### src/rtl/adc_pkg.sv
// Shared definitions for the multi-channel parallel ADC interface:
// sequencer state encoding and ADC output-format constants.
package adc_pkg;

   typedef enum logic [1:0] {
      ST_OFF   = 2'd0,
      ST_WAKE  = 2'd1,
      ST_FLUSH = 2'd2,
      ST_RUN   = 2'd3
   } state_t;

   localparam logic FMT_OFFSET = 1'b0;
   localparam logic FMT_TWOS   = 1'b1;

endpackage

### src/rtl/adc_chan.sv
// One ADC channel: capture (S1), format conversion with over-range clamp (S2),
// block averaging (S3) and a saturating over-range event counter.
module adc_chan
   import adc_pkg::*;
#(
   parameter int DATA_W    = 12,
   parameter int OUT_W     = 16,
   parameter int LOG2_AVG  = 0,
   parameter int OTR_CNT_W = 16
) (
   input  logic                 clk,
   input  logic                 rst_n,
   input  logic                 run,
   input  logic                 chan_en,
   input  logic                 fmt,
   input  logic                 otr_clr,
   input  logic [DATA_W-1:0]    data,
   input  logic                 otr,
   output logic [OUT_W-1:0]     out_data,
   output logic                 out_valid,
   output logic [OTR_CNT_W-1:0] otr_cnt
);

   localparam int ACC_W = DATA_W + LOG2_AVG;
   localparam int BLK_W = (LOG2_AVG > 0) ? LOG2_AVG : 1;
   localparam logic [BLK_W-1:0] BLK_LAST = BLK_W'((1 << LOG2_AVG) - 1);

   logic [DATA_W-1:0]        s1_data;
   logic                     s1_otr;
   logic                     s1_vld;
   logic [DATA_W-1:0]        conv;
   logic signed [DATA_W-1:0] s2_data;
   logic                     s2_vld;
   logic signed [ACC_W-1:0]  acc_q;
   logic signed [ACC_W-1:0]  sum;
   logic [BLK_W-1:0]         blk_cnt;
   logic signed [DATA_W-1:0] blk_q;
   logic                     done_q;
   logic                     evt;

   // Offset binary becomes two's complement by flipping the MSB; an over-range
   // sample is pinned to the full-scale value on the side its sign points to.
   always_comb begin
      conv = s1_data;
      if (fmt == FMT_OFFSET) conv[DATA_W-1] = ~s1_data[DATA_W-1];
      if (s1_otr) conv = conv[DATA_W-1] ? {1'b1, {(DATA_W-1){1'b0}}}
                                        : {1'b0, {(DATA_W-1){1'b1}}};
   end

   assign sum = acc_q + ACC_W'(s2_data);
   assign evt = run && chan_en && otr;

   // NOTE: registered state is always written with <=, so every flop samples
   // the pre-edge value of its neighbours regardless of statement order.
   always_ff @(posedge clk or negedge rst_n) begin
      if (!rst_n) begin
         s1_data <= '0;
         s1_otr  <= 1'b0;
         s1_vld  <= 1'b0;
         s2_data <= '0;
         s2_vld  <= 1'b0;
      end else if (!run) begin
         s1_data <= '0;
         s1_otr  <= 1'b0;
         s1_vld  <= 1'b0;
         s2_data <= '0;
         s2_vld  <= 1'b0;
      end else begin
         s1_data <= data;
         s1_otr  <= otr;
         s1_vld  <= 1'b1;
         s2_data <= conv;
         s2_vld  <= s1_vld;
      end
   end

   // Leaving RUN throws away any partially accumulated block.
   always_ff @(posedge clk or negedge rst_n) begin
      if (!rst_n) begin
         acc_q     <= '0;
         blk_cnt   <= '0;
         blk_q     <= '0;
         done_q    <= 1'b0;
         out_data  <= '0;
         out_valid <= 1'b0;
      end else if (!run) begin
         acc_q     <= '0;
         blk_cnt   <= '0;
         blk_q     <= '0;
         done_q    <= 1'b0;
         out_data  <= '0;
         out_valid <= 1'b0;
      end else begin
         done_q <= 1'b0;
         if (s2_vld) begin
            if (blk_cnt == BLK_LAST) begin
               blk_q   <= sum[LOG2_AVG +: DATA_W];
               acc_q   <= '0;
               blk_cnt <= '0;
               done_q  <= 1'b1;
            end else begin
               acc_q   <= sum;
               blk_cnt <= blk_cnt + BLK_W'(1);
            end
         end
         out_valid <= done_q;
         if (done_q) out_data <= chan_en ? OUT_W'(blk_q) : '0;
      end
   end

   always_ff @(posedge clk or negedge rst_n) begin
      if (!rst_n)                         otr_cnt <= '0;
      else if (otr_clr)                   otr_cnt <= OTR_CNT_W'(evt);
      else if (evt && (otr_cnt != '1))    otr_cnt <= otr_cnt + OTR_CNT_W'(1);
   end

endmodule

### src/rtl/adc_if_mc.sv
// Multi-channel parallel ADC interface: power-up/output-enable sequencer,
// configuration latching and NCH capture/convert/average channels.
module adc_if_mc
   import adc_pkg::*;
#(
   parameter int DATA_W    = 12,
   parameter int NCH       = 2,
   parameter int OUT_W     = 16,
   parameter int LOG2_AVG  = 0,
   parameter int WAKE_CYC  = 1024,
   parameter int PIPE_CYC  = 8,
   parameter int OTR_CNT_W = 16,
   parameter int DCS_EN    = 1
) (
   input  logic                     clk,
   input  logic                     rst_n,
   input  logic                     en,
   input  logic [NCH-1:0]           ch_en,
   input  logic                     fmt_twos,
   input  logic [NCH*DATA_W-1:0]    adc_data,
   input  logic [NCH-1:0]           adc_otr,
   output logic [NCH-1:0]           adc_oeb,
   output logic [NCH-1:0]           adc_pdwn,
   output logic                     dcs,
   output logic                     dfs,
   input  logic                     otr_clr,
   output logic [NCH*OUT_W-1:0]     out_data,
   output logic                     out_valid,
   output logic [NCH*OTR_CNT_W-1:0] otr_cnt,
   output logic                     running
);

   localparam int CNT_MAX = (WAKE_CYC > PIPE_CYC) ? WAKE_CYC : PIPE_CYC;
   localparam int CNT_W   = $clog2(CNT_MAX + 1);

   state_t           state_q, state_d;
   logic [CNT_W-1:0] cnt_q, cnt_d;
   logic [NCH-1:0]   ch_en_q;
   logic [NCH-1:0]   ch_cfg;
   logic             fmt_q;
   logic             run;
   logic [NCH-1:0]   valid_vec;

   // NOTE: every always_comb output gets a default first so no latch is inferred.
   always_comb begin
      state_d = state_q;
      cnt_d   = cnt_q;
      ch_cfg  = (state_q == ST_OFF) ? ch_en : ch_en_q;
      case (state_q)
         ST_OFF: begin
            state_d = ST_WAKE;
            cnt_d   = '0;
         end
         ST_WAKE: begin
            if (cnt_q == CNT_W'(WAKE_CYC - 1)) begin
               state_d = ST_FLUSH;
               cnt_d   = '0;
            end else begin
               cnt_d = cnt_q + CNT_W'(1);
            end
         end
         ST_FLUSH: begin
            if (cnt_q == CNT_W'(PIPE_CYC - 1)) begin
               state_d = ST_RUN;
               cnt_d   = '0;
            end else begin
               cnt_d = cnt_q + CNT_W'(1);
            end
         end
         ST_RUN:  state_d = ST_RUN;
         default: state_d = ST_OFF;
      endcase
      if (!en) begin
         state_d = ST_OFF;
         cnt_d   = '0;
      end
   end

   assign run = (state_d == ST_RUN);

   // Pin controls are registered from the next state so they change on the
   // same edge as the state itself.
   always_ff @(posedge clk or negedge rst_n) begin
      if (!rst_n) begin
         state_q  <= ST_OFF;
         cnt_q    <= '0;
         ch_en_q  <= '0;
         fmt_q    <= FMT_OFFSET;
         adc_pdwn <= '1;
         adc_oeb  <= '1;
         running  <= 1'b0;
      end else begin
         state_q <= state_d;
         cnt_q   <= cnt_d;
         if (state_q == ST_OFF && en) begin
            ch_en_q <= ch_en;
            fmt_q   <= fmt_twos;
         end
         adc_pdwn <= (state_d == ST_OFF) ? '1 : ~ch_cfg;
         adc_oeb  <= (state_d == ST_FLUSH || state_d == ST_RUN) ? ~ch_cfg : '1;
         running  <= run;
      end
   end

   assign dfs       = fmt_q;
   assign dcs       = (DCS_EN != 0);
   assign out_valid = valid_vec[0];

   for (genvar i = 0; i < NCH; i++) begin : g_chan
      adc_chan #(
         .DATA_W    (DATA_W),
         .OUT_W     (OUT_W),
         .LOG2_AVG  (LOG2_AVG),
         .OTR_CNT_W (OTR_CNT_W)
      ) u_chan (
         .clk       (clk),
         .rst_n     (rst_n),
         .run       (run),
         .chan_en   (ch_en_q[i]),
         .fmt       (fmt_q),
         .otr_clr   (otr_clr),
         .data      (adc_data[i*DATA_W +: DATA_W]),
         .otr       (adc_otr[i]),
         .out_data  (out_data[i*OUT_W +: OUT_W]),
         .out_valid (valid_vec[i]),
         .otr_cnt   (otr_cnt[i*OTR_CNT_W +: OTR_CNT_W])
      );
   end

endmodule

### config.mk
export PLATFORM = sky130hd
export DESIGN_NAME = adc_if_mc
export DESIGN_NICKNAME = d
export VERILOG_FILES = /design/src/rtl/adc_pkg.sv /design/src/rtl/adc_chan.sv /design/src/rtl/adc_if_mc.sv
export SDC_FILE = /design/constraint.sdc
export NUM_CORES = 1
export LEC_CHECK = 0
export BUFFER_PORTS_ARGS = -buffer_cell sky130_fd_sc_hd__buf_2
export CORE_MARGIN = 10
export CORE_UTILIZATION = 61
export CTS_CLUSTER_DIAMETER = 50
export CTS_CLUSTER_SIZE = 14
export DETAILED_ROUTE_END_ITERATION = 8
export GPL_TIMING_DRIVEN = 0
export PLACE_DENSITY = 0.94
export REMOVE_ABC_BUFFERS = 1
export SLEW_MARGIN = 20
export SYNTH_ARGS = -nofsm -noshare
export SYNTH_HDL_FRONTEND = slang
export SYNTH_SLANG_ARGS = --single-unit
### constraint.sdc
create_clock -name clk -period 6.1 [get_ports clk]
set_input_delay 0.305 -clock clk [delete_from_list [all_inputs] [get_ports clk]]
set_output_delay 0.305 -clock clk [all_outputs]
set_load 0.02 [all_outputs]
==> flow_metrics.env, run 1 <==
export IMPL_outcome="finished clean"
export IMPL_ant_nets=0
export IMPL_gr_usage_met3=0.06675
export IMPL_clock_latency_ns=0.54
export IMPL_nFillCells=664
export IMPL_routabilityCongestion=0.8791
export IMPL_syn_inst=644
export IMPL_synthArstFlopShare=1.000
export IMPL_critical_path_max_stage_delay_ns=0.44
export IMPL_initial_core_util=0.6204
export IMPL_setup_ws_ns=2.413
export IMPL_r2r_start="cnt_q[0]$_DFFE_PN0P_"
export IMPL_cts_buffer_depth=2
export IMPL_post_route_min_period_ns=3.687
export IMPL_synth_warning_count=0
export IMPL_synth_distinct_cells=57
export IMPL_avgSynthCellArea_um2=10.44
export IMPL_grt_pass1_wl_um=27920
export IMPL_grt_pass1_vias=5581
export IMPL_critPathMaxFanout=34
export IMPL_cts_tree="built"
export IMPL_drc_errors=0
export IMPL_root_buffer="clkbuf_8"
export IMPL_die_area_um2=15630
export IMPL_power_density_nw_per_um2=272.4
export IMPL_sw_frac_of_total=0.2227
export IMPL_yosysSeqAreaShare=0.5738
export IMPL_path_cells="ha_1, nand2_1, nor4_2, or2_1, and2_1, nand2_2, buf_16, inv_2, nand2_1, nor2_1"
export IMPL_leakage_nw=3.693
export IMPL_vias=5312
export IMPL_die_w_um=125
export IMPL_end_kind="flop"
export IMPL_routedWlPerCell_um=19.10
export IMPL_synth_top_area_frac=0.5581
export IMPL_synth_area_leader_cell="dfrtp_1"
export IMPL_grt_busiest_layer="met2"
export IMPL_synth_edf_count=0
export IMPL_comb_power_share=0.039
export IMPL_synth_area_top_cells="dfrtp_1 56%, nor2_1 5.1%, mux2i_1 4.0%"
export IMPL_crit_path_frequent_cell="nand2_1"
export IMPL_crit_type="reg2reg"
export IMPL_power_switching_uw=495.5
export IMPL_cp_required_ns=6.56
export IMPL_grt_ovfl_total=0
export IMPL_p_clk_frac=0.492
export IMPL_critPathArrivalTime_ns=4.15
export IMPL_postCtsResizedCells=0
export IMPL_final_cell_area_um2=8168
export IMPL_relSlewSlack=0.4494
export IMPL_seqPwrFrac=0.469
export IMPL_tns_ns=0
export IMPL_finalSetupViolCount=0
export IMPL_total_power_mw=2.225
export IMPL_ios=105
export IMPL_dp_slack_ns=2.608
export IMPL_first_pass_iters=5
export IMPL_rows=38
export IMPL_die_h_um=125
export IMPL_layoutNonFillerInstCount=907
export IMPL_gr_usage_met2=0.3820
export IMPL_nNetsFinal=795
export IMPL_core_area_um2=10840
export IMPL_hold_viol=0
export IMPL_clkSinkCount=154
export IMPL_peakVddDrop_v=0.0002248
export IMPL_via_per_inst=5.857
export IMPL_drv_cap=0
export IMPL_h_tree_depth=4
export IMPL_drive_gt1_frac=0.2073
export IMPL_rsz0062_at_grt="no"
export IMPL_yosysMostFrequentCell="dfrtp_1"
export IMPL_fmax_ghz=0.2712
export IMPL_cts_buffers=17
export IMPL_syn_cell_area_um2=6725
export IMPL_post_route_util=0.7535
export IMPL_initialDrtViolationCount=576
export IMPL_critPathSlowestCell="nor4_2"
export IMPL_routed_wl_um=17330
export IMPL_place_area_um2=7286
export IMPL_multi_input_area_um2=2639
export IMPL_diodes=0
export IMPL_intPower_mw=1.729
export IMPL_holdCritPathClass="in2reg"
export IMPL_worst_pin_slew_ns=0.8196
export IMPL_syn2layout_area_growth_pct=21.45
export IMPL_finalCritPeriodShare=0.6045
export IMPL_hp_start="ch_en[0]"
export IMPL_io_buffer_count=103
export IMPL_grt_max_degree=79
export IMPL_clock_skew_ns=0.01162
export IMPL_hpwlAfterDp_um=10540
export IMPL_synth_flop_cell="dfrtp_1"
export IMPL_startpoint_type="flop"
export IMPL_cp_startpoint="cnt_q[0]$_DFFE_PN0P_"
export IMPL_placedCellCount=848
export IMPL_slew_viol_final=0
export IMPL_use_met1=0.2413
export IMPL_synth_common_cells="150 x dfrtp_1, 92 x nor2_1, 45 x a21oi_1"
export IMPL_fin_hold_ws_ns=0.02192
export IMPL_seqCellArea_um2=3861
export IMPL_clk_pin_slew_ns=0.06
export IMPL_ys_ff_latch=154
export IMPL_gr_usage_all_layers=0.2194
export IMPL_antenna_found_initial=0
## sequential cells by signal, summed over array words and instances, names as in the netlist, 2 cells and up
signal                  cells
g_chan.u_chan.otr_cnt      32
adc_oeb                     2
g_chan.u_chan.blk_q        24
g_chan.u_chan.s1_data      24
state_q                     2
ch_en_q                     2
g_chan.u_chan.s1_otr        2
adc_pdwn                    2
g_chan.u_chan.s2_data      24
g_chan.u_chan.out_data     24
cnt_q                      11
## power by group through the flow
stage               sequential (mW)  combinational [mW]  clock, mW
detailed placement             1.06              0.0731          0
global route                   1.04              0.0960       1.15
floorplan                      1.06              0.0247          0
CTS                            1.04              0.0868       1.10
finish                         1.04              0.0869       1.10
global placement               1.06              0.0670          0
## what timing repair did
| action | in CTS | in global routing |
|---|---|---|
| hold endpoints to repair | 102 | 1 |
| hold buffers | 26 | 1 |
| setup buffers | 0 | 0 |
## logic make-up after synthesis
group / synth area share
buf+inv: 0.03423
other cells: 0.0005576
xor+xnor: 0.01823
fa+ha+maj: 0.01488
flops: 0.5738
simple gates: 0.2242
mux: 0.04856
compound gates: 0.08559
## path summary, 6_finish.rpt
check	slack, ns	end	depth (start not counted)
hold / removal	0.02	ch_en_q[0]$_DFFE_PN0P_	2
min in group asynchronous	0.30	g_chan[0].u_chan.s2_data[10]$_DFF_PN0_	2
setup reg to reg	2.41	g_chan[0].u_chan.s2_data[10]$_DFF_PN0_	10
max in group asynchronous	4.99	adc_oeb[0]$_DFF_PN1_	3
setup / recovery	2.41	g_chan[0].u_chan.s2_data[10]$_DFF_PN0_	10
hold reg to reg	0.47	g_chan[1].u_chan.s2_data[3]$_DFF_PN0_	2
## placed cells by master, fill, tap and decap left out, types with 3 or more instances in the layout
cell type and instances:
o21ai_0 16, clkbuf_16 16, nand2b_1 28, and3_1 9
and2_1 34, inv_1 7, xnor2_1 13, o211ai_1 4
a21oi_1 45, nand4_1 7, nand3_1 40, nor3_1 8
nor2_1 92, inv_6 3, or4_1 9, buf_2 102
ha_1 8, dfrtp_1 148, nand2_1 36, bufinv_16 4
mux2_2 5, or3_1 5, dfstp_2 4, nor2b_1 5
dlygate4sd3_1 27, o31ai_1 12, clkinv_2 3, mux2i_1 27
and4_1 3
## critical path, delay by kind of cell, from the launching register on
kind                     cells  cell delay (ns)
AND/OR/NAND/NOR              7             2.19
buffers and inverters        2             0.70
flip-flops                   1             0.41
adder cells (fa/ha/maj)      1             0.29
## layer usage
layer	vias to the layer above	wire length [µm]
met4	0	572
met2	218	9052
met3	55	1133
met1	2616	6567
li1	2423	-
met5	-	0
## layout make-up
| type | count | area share |
|---|---|---|
| flip-flops and latches | 154 | 0.4727 |
| inverters | 8 | 0.003676 |
| clock inverters | 14 | 0.02374 |
| well taps | 140 | 0.02145 |
| repair buffers | 132 | 0.1042 |
| multi-input cells | 441 | 0.3231 |
| clock buffers | 18 | 0.05116 |
No activity file was read; power rests on OpenSTA's default activity.
==> inputs of run 2 (changes only) <==
--- a/config.mk
+++ b/config.mk
@@ -5,14 +5,15 @@
 export SDC_FILE = /design/constraint.sdc
 export NUM_CORES = 1
 export LEC_CHECK = 0
+export ABC_AREA = 1
 export BUFFER_PORTS_ARGS = -buffer_cell sky130_fd_sc_hd__buf_2
 export CORE_MARGIN = 10
-export CORE_UTILIZATION = 61
+export CORE_UTILIZATION = 57
 export CTS_CLUSTER_DIAMETER = 50
 export CTS_CLUSTER_SIZE = 14
 export DETAILED_ROUTE_END_ITERATION = 8
 export GPL_TIMING_DRIVEN = 0
-export PLACE_DENSITY = 0.94
+export PLACE_DENSITY = 0.89
 export REMOVE_ABC_BUFFERS = 1
 export SLEW_MARGIN = 20
 export SYNTH_ARGS = -nofsm -noshare
==> constraint.sdc (replaced) <==
create_clock -name clk -period 3.7 [get_ports clk]
set_input_delay 0.185 -clock clk [delete_from_list [all_inputs] [get_ports clk]]
set_output_delay 0.185 -clock clk [all_outputs]
set_load 0.02 [all_outputs]
==> run 2 against run 1 <==
  * Worst setup slack worse by 1.9 ns
  * Clock power up 49%
  * Critical endpoint is now g_chan[1].u_chan.otr_cnt[5]$_DFFE_PN0P_
  * Largest cell class unchanged
  * Largest power group is now registers
  * Critical path depth is 3 higher
  * Critical path type unchanged
==> flow_metrics.env, run 2 <==
export IMPL_clock_skew_ns=0.01799
export IMPL_clkSinkCount=154
export IMPL_drc_errors=0
export IMPL_nNetsFinal=958
export IMPL_avgSynthCellArea_um2=8.555
export IMPL_hold_viol=0
export IMPL_end_kind="flop"
export IMPL_cp_required_ns=4.06
export IMPL_yosysSeqAreaShare=0.5548
export IMPL_regMostFlops="g_chan.u_chan.otr_cnt"
export IMPL_die_w_um=130.5
export IMPL_crit_type="reg2reg"
export IMPL_slew_viol_final=0
export IMPL_startpoint_type="flop"
export IMPL_die_area_um2=17020
export IMPL_cts_tree="built"
export IMPL_via_per_inst=5.426
export IMPL_synth_flop_cell="dfrtp_1"
export IMPL_drive_gt1_frac=0.1699
export IMPL_post_route_min_period_ns=3.154
export IMPL_postCtsSetupRepairBufs=0
export IMPL_critPathTopFamily="simple AND/OR/NAND/NOR gates"
export IMPL_hpwlAfterDp_um=10310
export IMPL_synth_distinct_cells=38
export IMPL_grt_pass1_vias=5683
export IMPL_post_route_util=0.6923
export IMPL_grt_pass1_wl_um=27370
export IMPL_ant_nets=0
export IMPL_synth_edf_count=0
export IMPL_critical_path_max_stage_delay_ns=0.63
export IMPL_grt_max_degree=90
export IMPL_initialDrtViolationCount=505
export IMPL_ys_ff_latch=154
export IMPL_routedWlPerCell_um=15.63
export IMPL_synth_area_leader_cell="dfrtp_1"
export IMPL_antenna_found_initial=2
export IMPL_p_clk_frac=0.465
export IMPL_grt_ovfl_total=0
export IMPL_intPower_mw=2.634
export IMPL_critPathMaxFanout=27
export IMPL_worst_pin_slew_ns=0.8606
export IMPL_h_tree_depth=4
export IMPL_finalCritPeriodShare=0.8524
export IMPL_peakVddDrop_v=0.0003303
export IMPL_synth_warning_count=0
export IMPL_synth_area_top_cells="dfrtp_1 54%, nand2_1 10%, nand3_1 7.0%"
export IMPL_largest_register_ffs=32
export IMPL_sw_frac_of_total=0.2535
export IMPL_first_pass_iters=5
export IMPL_cts_buffer_depth=2
export IMPL_die_h_um=130.5
export IMPL_fmax_ghz=0.3171
export IMPL_power_switching_uw=894.5
export IMPL_finalSetupViolCount=0
export IMPL_synthArstFlopShare=1.000
export IMPL_holdCritPathClass="in2reg"
export IMPL_cts_hold_buf=26
export IMPL_critPathSlowestCell="nor2_4"
export IMPL_critPathArrivalTime_ns=3.52
export IMPL_syn_inst=813
export IMPL_relSlewSlack=0.4256
export IMPL_core_area_um2=11960
export IMPL_routabilityCongestion=0.9056
export IMPL_syn2layout_area_growth_pct=19.05
export IMPL_seqPwrFrac=0.488
export IMPL_rows=40
export IMPL_synth_common_cells="193 x nand2_1, 150 x dfrtp_1, 128 x nor2_1"
export IMPL_synth_top_area_frac=0.5397
export IMPL_outcome="finished clean"
export IMPL_rsz0062_at_grt="no"
export IMPL_root_buffer="clkbuf_16"
export IMPL_drv_cap=0
export IMPL_yosysMostFrequentCell="nand2_1"
export IMPL_gr_usage_all_layers=0.2052
export IMPL_power_density_nw_per_um2=426.1
export IMPL_path_cells="ha_1, nand2_1, nor2_2, nand3_1, nand2_1, nand2_1, nand2_1, nand2_2, nor2_4, nand4_2, nand2_2, nand2_1, nand2_1"
export IMPL_layout_common_cells="193 x nand2_1, 150 x dfrtp_1, 128 x nor2_1"
export IMPL_comb_power_share=0.047
export IMPL_vias=5849
export IMPL_cts_buffers=17
export IMPL_ios=105
export IMPL_routed_wl_um=16850
export IMPL_clk_pin_slew_ns=0.06
export IMPL_clock_latency_ns=0.44
export IMPL_crit_buf_inv=0
export IMPL_tns_ns=0
export IMPL_syn_cell_area_um2=6955
export IMPL_leakage_nw=4.319
export IMPL_postCtsResizedCells=0
export IMPL_initial_core_util=0.5815
export IMPL_crit_path_frequent_cell="nand2_1"
export IMPL_io_buffer_count=103
export IMPL_layout_commonest_cell="nand2_1"
run 2: power by group through the flow:
stage | sequential [mW] | clock (mW) | combinational (mW)
after floorplan | 1.75 | 0 | 0.0533
after global placement | 1.75 | 0 | 0.136
after detailed placement | 1.75 | 0 | 0.143
after CTS | 1.72 | 1.65 | 0.167
after global routing | 1.72 | 1.72 | 0.187
final | 1.72 | 1.64 | 0.167
run 2: final timing paths:
path                                                  startpoint                                      end  slack (ns)  cells past startpoint
max                                         cnt_q[0]$_DFFE_PN0P_  g_chan[1].u_chan.otr_cnt[5]$_DFFE_PN0P_        0.55                     13
max reg2reg                                 cnt_q[0]$_DFFE_PN0P_  g_chan[1].u_chan.otr_cnt[5]$_DFFE_PN0P_        0.55                     13
min reg2reg                g_chan[0].u_chan.s2_data[6]$_DFF_PN0_    g_chan[0].u_chan.blk_q[6]$_DFFE_PN0P_        0.44                      2
min                                                     ch_en[0]                   ch_en_q[0]$_DFFE_PN0P_        0.02                      3
min in group asynchronous                                  rst_n    g_chan[0].u_chan.s1_data[8]$_DFF_PN0_        0.28                      2
max in group asynchronous                                  rst_n   g_chan[1].u_chan.s2_data[10]$_DFF_PN0_        2.62                      3
run 2: layer usage:
metal,routed length (µm),track usage,vias to the layer above
met5,7,0,-
met4,736,0.1184,2
met3,1085,0.05721,62
met2,8465,0.3377,230
met1,6554,0.2372,2773
li1,-,-,2782
run 2: final cells by class:
type / count / area [µm²]
clock buffer: 17 / 425.4
multi-input combinational: 543 / 2575
fill: 867 / 3681
timing repair buffer: 131 / 840.8
sequential: 154 / 3859
tap: 147 / 183.9
clock inverter: 15 / 131.4
antenna: 1 / 2.502
inverter: 70 / 262.8
run 2: worst min-delay path, stage by stage:
cell and delay, ns:
buf_2 0.08, nor2_1 0.04, a21oi_1 0.10
run 2: cells by family after synthesis:
kind of cell | count (synthesis) | synth area share
multiplexers | 1 | 0.001619
other | 1 | 0.0005391
XOR/XNOR | 25 | 0.03148
flip-flops | 154 | 0.5548
adder cells (fa/ha/maj) | 8 | 0.01439
AND/OR/NAND/NOR | 452 | 0.2781
buffers and inverters | 116 | 0.07501
AO/OA/AOI/OAI | 56 | 0.04407
run 2: metrics by stage:
step                cells  setup slack, ns  power, mW  hold slack [ns]  area [µm²]
floorplan             767           0.9544      1.805          -0.1106        6696
global placement     1017          0.07374      1.887           0.3969        7396
detailed placement   1019           0.6054      1.895           0.1648        7461
CTS                  1077           0.5401      3.536          0.01292        8278
global route         1078           0.2248      3.633          0.03511        8280
finish               1078           0.5462      3.529          0.01728        8280
